$ cat src/rtl/alsu_ctrl.sv
// ALSU controller: one-shot logic/arith ops, bit-serial shifts.
// Ports: in_valid/in_ready request, out_valid/out_ready result.
module alsu_ctrl #(
  parameter int WIDTH = 8
) (
  input  logic             clk,
  input  logic             rst,
  input  logic             in_valid,
  output logic             in_ready,
  input  logic [2:0]       opcode,
  input  logic [WIDTH-1:0] A,
  input  logic [WIDTH-1:0] B,
  input  logic             cin,
  output logic             out_valid,
  input  logic             out_ready,
  output logic [WIDTH-1:0] result,
  output logic             carry,
  output logic             zero,
  output logic             invalid,
  output logic             busy
);

  localparam int LW = $clog2(WIDTH);

  localparam logic [1:0] S_IDLE = 2'd0;
  localparam logic [1:0] S_EXEC = 2'd1;
  localparam logic [1:0] S_DONE = 2'd2;

  localparam logic [LW-1:0] CNT_ONE = LW'(1);

  logic [1:0]       state_q, state_d;
  logic [2:0]       op_q, op_d;
  logic [WIDTH-1:0] a_q, a_d;
  logic [WIDTH-1:0] b_q, b_d;
  logic             cin_q, cin_d;
  logic [WIDTH-1:0] acc_q, acc_d;
  logic [LW-1:0]    cnt_q, cnt_d;
  logic [WIDTH-1:0] res_q, res_d;
  logic             c_q, c_d;
  logic             z_q, z_d;
  logic             inv_q, inv_d;

  logic [WIDTH:0]   sum_w;
  logic [WIDTH:0]   dif_w;
  logic [WIDTH-1:0] alu_r;
  logic             alu_c;
  logic             alu_inv;
  logic [LW-1:0]    amt;
  logic             is_sh;
  logic [WIDTH-1:0] step_acc;
  logic             step_out;

  assign amt   = B[LW-1:0];
  assign is_sh = opcode[2] && (opcode != 3'b111);

  // Single-cycle path, also covers shifts by zero.
  always_comb begin
    sum_w   = {1'b0, A} + {1'b0, B}
            + {{WIDTH{1'b0}}, cin};
    dif_w   = {1'b0, A} - {1'b0, B}
            - {{WIDTH{1'b0}}, cin};
    alu_r   = A;
    alu_c   = 1'b0;
    alu_inv = 1'b0;
    unique case (opcode)
      3'b000: alu_r = A & B;
      3'b001: alu_r = A ^ B;
      3'b010: begin
        alu_r = sum_w[WIDTH-1:0];
        alu_c = sum_w[WIDTH];
      end
      // MSB of the extended difference is the borrow.
      3'b011: begin
        alu_r = dif_w[WIDTH-1:0];
        alu_c = dif_w[WIDTH];
      end
      3'b100,
      3'b101,
      3'b110: alu_r = A;
      3'b111: begin
        alu_r   = '0;
        alu_inv = 1'b1;
      end
      default: alu_r = A;
    endcase
  end

  // One bit of shift per EXEC cycle.
  always_comb begin
    step_out = acc_q[WIDTH-1];
    step_acc = {acc_q[WIDTH-2:0], 1'b0};
    unique case (op_q)
      3'b101: begin
        step_out = acc_q[0];
        step_acc = {1'b0, acc_q[WIDTH-1:1]};
      end
      3'b110: begin
        step_acc = {acc_q[WIDTH-2:0],
                    acc_q[WIDTH-1]};
      end
      default: ;
    endcase
  end

  always_comb begin
    state_d = state_q;
    op_d    = op_q;
    a_d     = a_q;
    b_d     = b_q;
    cin_d   = cin_q;
    acc_d   = acc_q;
    cnt_d   = cnt_q;
    res_d   = res_q;
    c_d     = c_q;
    z_d     = z_q;
    inv_d   = inv_q;
    unique case (state_q)
      S_IDLE: begin
        if (in_valid) begin
          op_d  = opcode;
          a_d   = A;
          b_d   = B;
          cin_d = cin;
          if (is_sh && (amt != '0)) begin
            state_d = S_EXEC;
            acc_d   = A;
            cnt_d   = amt;
          end else begin
            state_d = S_DONE;
            res_d   = alu_r;
            c_d     = alu_c;
            z_d     = (alu_r == '0);
            inv_d   = alu_inv;
          end
        end
      end
      S_EXEC: begin
        acc_d = step_acc;
        cnt_d = cnt_q - CNT_ONE;
        if (cnt_q == CNT_ONE) begin
          state_d = S_DONE;
          res_d   = step_acc;
          c_d     = step_out;
          z_d     = (step_acc == '0);
          inv_d   = 1'b0;
        end
      end
      S_DONE: begin
        if (out_ready) state_d = S_IDLE;
      end
      default: state_d = S_IDLE;
    endcase
  end

  always_ff @(posedge clk or negedge rst) begin
    if (!rst) begin
      state_q <= S_IDLE;
      op_q    <= '0;
      a_q     <= '0;
      b_q     <= '0;
      cin_q   <= 1'b0;
      acc_q   <= '0;
      cnt_q   <= '0;
      res_q   <= '0;
      c_q     <= 1'b0;
      z_q     <= 1'b0;
      inv_q   <= 1'b0;
    end else begin
      state_q <= state_d;
      op_q    <= op_d;
      a_q     <= a_d;
      b_q     <= b_d;
      cin_q   <= cin_d;
      acc_q   <= acc_d;
      cnt_q   <= cnt_d;
      res_q   <= res_d;
      c_q     <= c_d;
      z_q     <= z_d;
      inv_q   <= inv_d;
    end
  end

  // Captured operands are kept for debug visibility only.
  logic unused_cap;
  assign unused_cap = ^{a_q, b_q, cin_q};

  assign in_ready  = (state_q == S_IDLE);
  assign out_valid = (state_q == S_DONE);
  assign busy      = (state_q == S_EXEC);
  assign result    = res_q;
  assign carry     = c_q;
  assign zero      = z_q;
  assign invalid   = inv_q;

endmodule

$ cat config.mk
export PLATFORM = sky130hd
export DESIGN_NAME = alsu_ctrl
export DESIGN_NICKNAME = d
export VERILOG_FILES = /design/src/rtl/alsu_ctrl.sv
export SDC_FILE = /design/constraint.sdc
export NUM_CORES = 1
export LEC_CHECK = 0
export CAP_MARGIN = 20
export CORE_UTILIZATION = 55
export DETAILED_ROUTE_END_ITERATION = 7
export PLACE_DENSITY = 0.88
export SLEW_MARGIN = 0
export SYNTH_ARGS = -nofsm -noshare
export SYNTH_HDL_FRONTEND = slang
export SYNTH_SLANG_ARGS = --single-unit
$ cat constraint.sdc
create_clock -name clk -period 2.49 [get_ports clk]
set_input_delay 0.498 -clock clk [delete_from_list [all_inputs] [get_ports clk]]
set_output_delay 0.498 -clock clk [all_outputs]
set_load 0.01 [all_outputs]
; ---- Word-level counts from Yosys, hierarchy flattened
; Cells that the tools add are included.
[op_classes]
addsub = 5
multipliers = 0
n_div = 0
order_cmp = 0
eq_ne = 18
n_shift = 0
n_mux = 32
bitwise_logic = 2
n_reduce_logical = 13
[op_table]
columns = operator, n
row1 = $pmux 8 s2, 3
row2 = $pmux 8 s6, 1
row3 = $mux 8, 5
row4 = $eq 3x3->1 const B, 6
row5 = $logic_not 8->1, 2
row6 = $mux 1, 11
row7 = $add 8x8->9, 1
row8 = $add 9x1->9, 1
row9 = $sub 8x8->9, 1
row10 = $sub 9x1->9, 1
row11 = $and 8x8->8, 1
row12 = $mux 2, 4
row13 = $pmux 1 s2, 4
row14 = $xor 8x8->8, 1
row15 = $eq 3x1->1 const B, 2
row16 = $eq 3x2->1 const B, 2
row17 = $mux 3, 2
row18 = $ne 2x1->1 const B, 3
row19 = $pmux 2 s3, 1
row20 = $pmux 3 s2, 1
row21 = $reduce_and 3->1, 2
row22 = $ne 2x2->1 const B, 2
row23 = $reduce_and 4->1, 1
row24 = $logic_not 3->1, 1
row25 = other kinds (10), 11
[word_totals]
ff_bits = 27
latch_bits = 0
mem_bits_rw = 0
romBits = 0
in_bits = 24
output_inout_bits = 14
elab_cells = 78
n_memories = 0

; ---- Depth between registers and ports, before layout
[depth]
word_depth = 7
depth_mapped = 10

; ---- Worst setup path before layout
; OpenSTA, ideal clock, no wires.
[synth_path]
path_kind = input -> register
from = input port B[0]
to = register c_q, in the netlist carry
setup_time_ns = 0.077
arrival_ns = 2.626
setup_slack_ns = -0.213
path_stages = 9
cell_sequence = inv_1 fa_1 fa_1 nand2b_2 a2111oi_4 o21ai_0 a2111oi_0 a211oi_1 a21oi_1
[synth_between]
elab_chain_len = 6
[synth_lines]
columns = element, line
row1 = start: declaration, 12  ; input logic [WIDTH-1:0] B,
row2 = $sub 8x8->9 or $add 8x8->9 (tied branches), "60, 58"
row3 = $sub 9x1->9 or $add 9x1->9 (tied branches), "61, 59"
row4 = $pmux 1 s2, 65  ; unique case (opcode)
row5 = $mux 1, 124  ; if (is_sh && (amt != '0)) begin
row6 = $mux 1, 119  ; if (in_valid) begin
row7 = $pmux 1 s2, 117  ; unique case (state_q)
row8 = end signal: assignment, 165  ; c_q <= 1'b0;
row9 = end signal: assignment, 177  ; c_q <= c_d;
row10 = end: declaration, 39  ; logic c_q, c_d;
; Several ways; a longest one is shown, not always the timed one. The select of a mux whose other input is x is not followed.
; A chain may end at the register's enable or synchronous reset.

; ---- Worst setup path in the final report
[layout_path]
from = input port opcode[1]
to = register z_q, in the netlist zero
[layout_between]
elab_chain_len = 7
[layout_lines]
columns = element, line
row1 = start: declaration, 10  ; input logic [2:0] opcode,
row2 = $eq 3x3->1, 65
row3 = $reduce_or 3->1, 65
row4 = $pmux 8 s6, 65
row5 = $logic_not 8->1, 132  ; z_d = (alu_r == '0);
row6 = $mux 1, 124
row7 = $mux 1, 119
row8 = $pmux 1 s2, 117
row9 = end signal: assignment, 178  ; z_q <= z_d;
row10 = end: declaration, 40  ; logic z_q, z_d;
; Several ways; a longest one is shown, not always the timed one. The select of a mux whose other input is x is not followed.

==> metrics.md <==
| Metric | Value |
|---|---|
| Status | `finished, violations left` |
| Failing checks | `DRC, setup timing` |
| Iteration-0 DRC Markers | `547` |
| Top cells by area, synth | `dfrtp_1 24%, ha_1 11%, nand2_1 5.1%` |
| Max-cap violations | `0` |
| End of the worst hold path | `result[1]` |
| Total power | `0.00288 W` |
| Hold depth | `2` |
| Final Wtd Congestion | `0.947` |
| Commonest cells after routing, fill and taps aside | `64 x buf_4, 37 x nand2_1, 27 x dfrtp_1` |
| Routed wl met3 | `1260 µm` |
| Clk slew on worst S/H paths | `100 ps` |
| Fraction of layout cells with a size suffix above 1 | `30.7%` |
| Synth unique cells | `68` |
| CTS tree | `yes` |
| Hold_sp | `result[1]` |
| CP delay by family, top | `compound AO/OA/AOI/OAI gates` |
| Global Route Usage Sum | `37.2%` |
| Dpl ws | `-857 ps` |
| Worst reg2reg endpoint | `zero` |
| Startpoint Class | `input pin` |
| Skew final | `1.98 ps` |
| Avg Inst Size Synth | `8.13 µm²` |
| DR DRC count | `1` |
| Met1 wire length | `3800 µm` |
| Leak | `1.83 nW` |
| Asr flop ratio synth | `100%` |
| Final period utilization | `106%` |
| Fmax | `379 MHz` |
| Port-buffer cells | `37` |
| RR Startpoint | `state_q[1]` |
| Share of Yosys cell area claimed by the top area cell type | `24.0%` |
| Final WS setup | `-148 ps` |
| Core Area | `0.00482 mm²` |
| Pwr Density | `715 mW/mm²` |
| Max-slew violations | `0` |
| Total number of vias | `3469` |
| Syn Inst Count | `347` |
| Slowest stage delay, CP | `610 ps` |
| RSZ-0062 raised after global routing | `true` |
| Critical-path top delay cell | `clkdlybuf4s50_1` |
| Top routing layer used | `met4` |
| Met2 routed WL | `4890 µm` |
| Synth area leader | `dfrtp_1` |
| Bufs on Longest Clock Path | `2` |
| Initial antenna violation count | `0` |
| DR WL/cell | `21.7 µm` |
| Synth Net Count | `399` |
| DRT antenna net count | `0` |
| CP Data Required Time | `2680 ps` |
| Slew HR | `60.0%` |
| # nets final | `489` |
| Top_reg_cell synth | `dfrtp_1` |
| Vias in the first global route | `3209` |
| Area Overhead vs Synth | `42.7%` |
| Antenna Cells | `0` |
| Vias per Instance | `6.90` |
| Post-Syn Area | `0.00282 mm²` |
| Root Buffer | `clkbuf_8` |
| CP Class | `in -> reg` |
| Final Hold Vio Count | `0` |
| Die X-Extent | `73.6 µm` |
| Sink Count | `27` |
| Ordered cell list for the critical path | `clkdlybuf4s50_1, nor2b_1, a222oi_1, o21bai_1, a211oi_2, nand4b_1, o31ai_2` |
| # IOs | `38` |
| Die Height | `73.6 µm` |
| Synth warn | `0` |
| TritonRoute pass-1 iters | `8` |
| CP Capture Type | `flip-flop` |
| H-Tree Depth | `1` |
| Min-delay worst type | `reg -> reg` |
| Clk Latency, worst-skew pair | `280 ps` |
| Reg2reg setup slack | `430 ps` |
| DP HPWL | `6560 µm` |
| CP Max Fanout | `6` |
| Setup violators final | `5` |
| Most common cell after layout, fill and taps aside | `buf_4` |
| Row cnt | `25` |
| Num CTS Buffers | `3` |
| Total wire length | `10900 µm` |
| First-pass GRT wire length | `15300 µm` |
| Sequential area share after synthesis | `24.0%` |
| EDFF count, synth | `0` |
| DIE AREA | `0.00542 mm²` |
| Seq cells post-synth | `27` |
| Largest net degree at the start of global routing | `28` |
| Minimum clock period after layout | `2640 ps` |
| Least-Margin Pin Slew | `601 ps` |
| Hold slack | `469 ps` |
| Worst VDD drop | `0.389 mV` |
| Worst Path Buf+Inv | `1` |
| Hold_buf cts | `0` |
| CP arrival | `2830 ps` |
| GR Overflow Total | `0` |
| Register-to-Register Path Depth | `6` |
| Starting Density | `58.5%` |
## cell usage after synthesis, types with 3 or more instances
cell       count
nand2_1       38
inv_1         31
dfrtp_1       27
nor2_1        27
ha_1          24
a21oi_1       18
o21ai_0       15
o31ai_1       10
and3_1         8
nor2b_1        8
a21o_1         7
buf_2          7
clkbuf_1       7
xnor2_1        7
nand2b_1       6
nand3_1        6
a211oi_1       5
a221oi_1       4
a31oi_1        4
and2_1         4
fa_1           4
mux2_2         4
nor3_1         4
a211o_1        3
a22oi_1        3
a2bb2oi_1      3
buf_4          3
mux2i_1        3
nand3b_1       3
nor4_1         3
o21bai_1       3
## cells by family after synthesis
kind of cell / synth area share (%)
AO/OA/AOI/OAI: 26.8
XOR/XNOR: 2.48
adder cells (fa/ha/maj): 13.5
buffers and inverters: 8.16
flip-flops: 24.0
multiplexers: 2.66
AND/OR/NAND/NOR: 22.4
## layer usage
layer | GRT usage (%) | up-vias
met5 | 0 | -
met4 | 20.5 | 0
met3 | 5.21 | 130
met2 | 64.7 | 348
met1 | 43.7 | 1568
li1 | - | 1423
## how the worst max path moves through the flow
stage / startpoint / endpoint / cells after the start
floorplan: A[0] / result[6] / 8
global placement: A[0] / result[3] / 10
detailed placement: B[0] / carry / 10
CTS: A[0] / carry / 9
global route: opcode[1] / zero / 7
finish: opcode[1] / zero / 7
## power breakdown
part	internal [W]	total, W	switching, W
Combinational	0.000832	0.00177	0.000943
Sequential	0.000639	0.000842	0.000203
Clock	0.000113	0.000263	0.000150
## final cells by class
type	instances	area [µm²]
Inverter	32	123
Multi-Input combinational cell	269	2180
Timing Repair Buffer	104	911
Tap cell	67	83.8
Clock inverter	1	5.00
Fill cell	272	793
Sequential cell	27	676
Clock buffer	3	41.3
## state kept, by name (all words and copies together), names as in the netlist
signal,cells
acc_q,8
result,8
cnt_q,3
op_q,3
state_q,2
carry,1
invalid,1
zero,1
## stage by stage
stage	util, %	area [µm²]	TNS (ps)	cells
detailed placement	76.3	3670	-7290	495
floorplan	-	2830	-10.3	347
global placement	76.3	3670	-5890	495
CTS	80.3	3870	-233	499
global route	83.5	4020	-611	503
finish	83.5	4020	-291	503
## worst register-to-register path, stage by stage (launching register included)
cell and delay (ps):
dfrtp_1 480, or3b_1 450, a31oi_1 180, o2111ai_1 170
a211oi_2 260, nand4b_1 160, o31ai_2 280
## repair_timing
action | CTS | global route
setup buffers | 0 | 4
pin swaps | 20 | 16
gates resized for setup | 61 | 27
cloned | 0 | 0
endpoints found under the setup margin | 10 | 7
No activity file was read; power rests on OpenSTA's default activity.
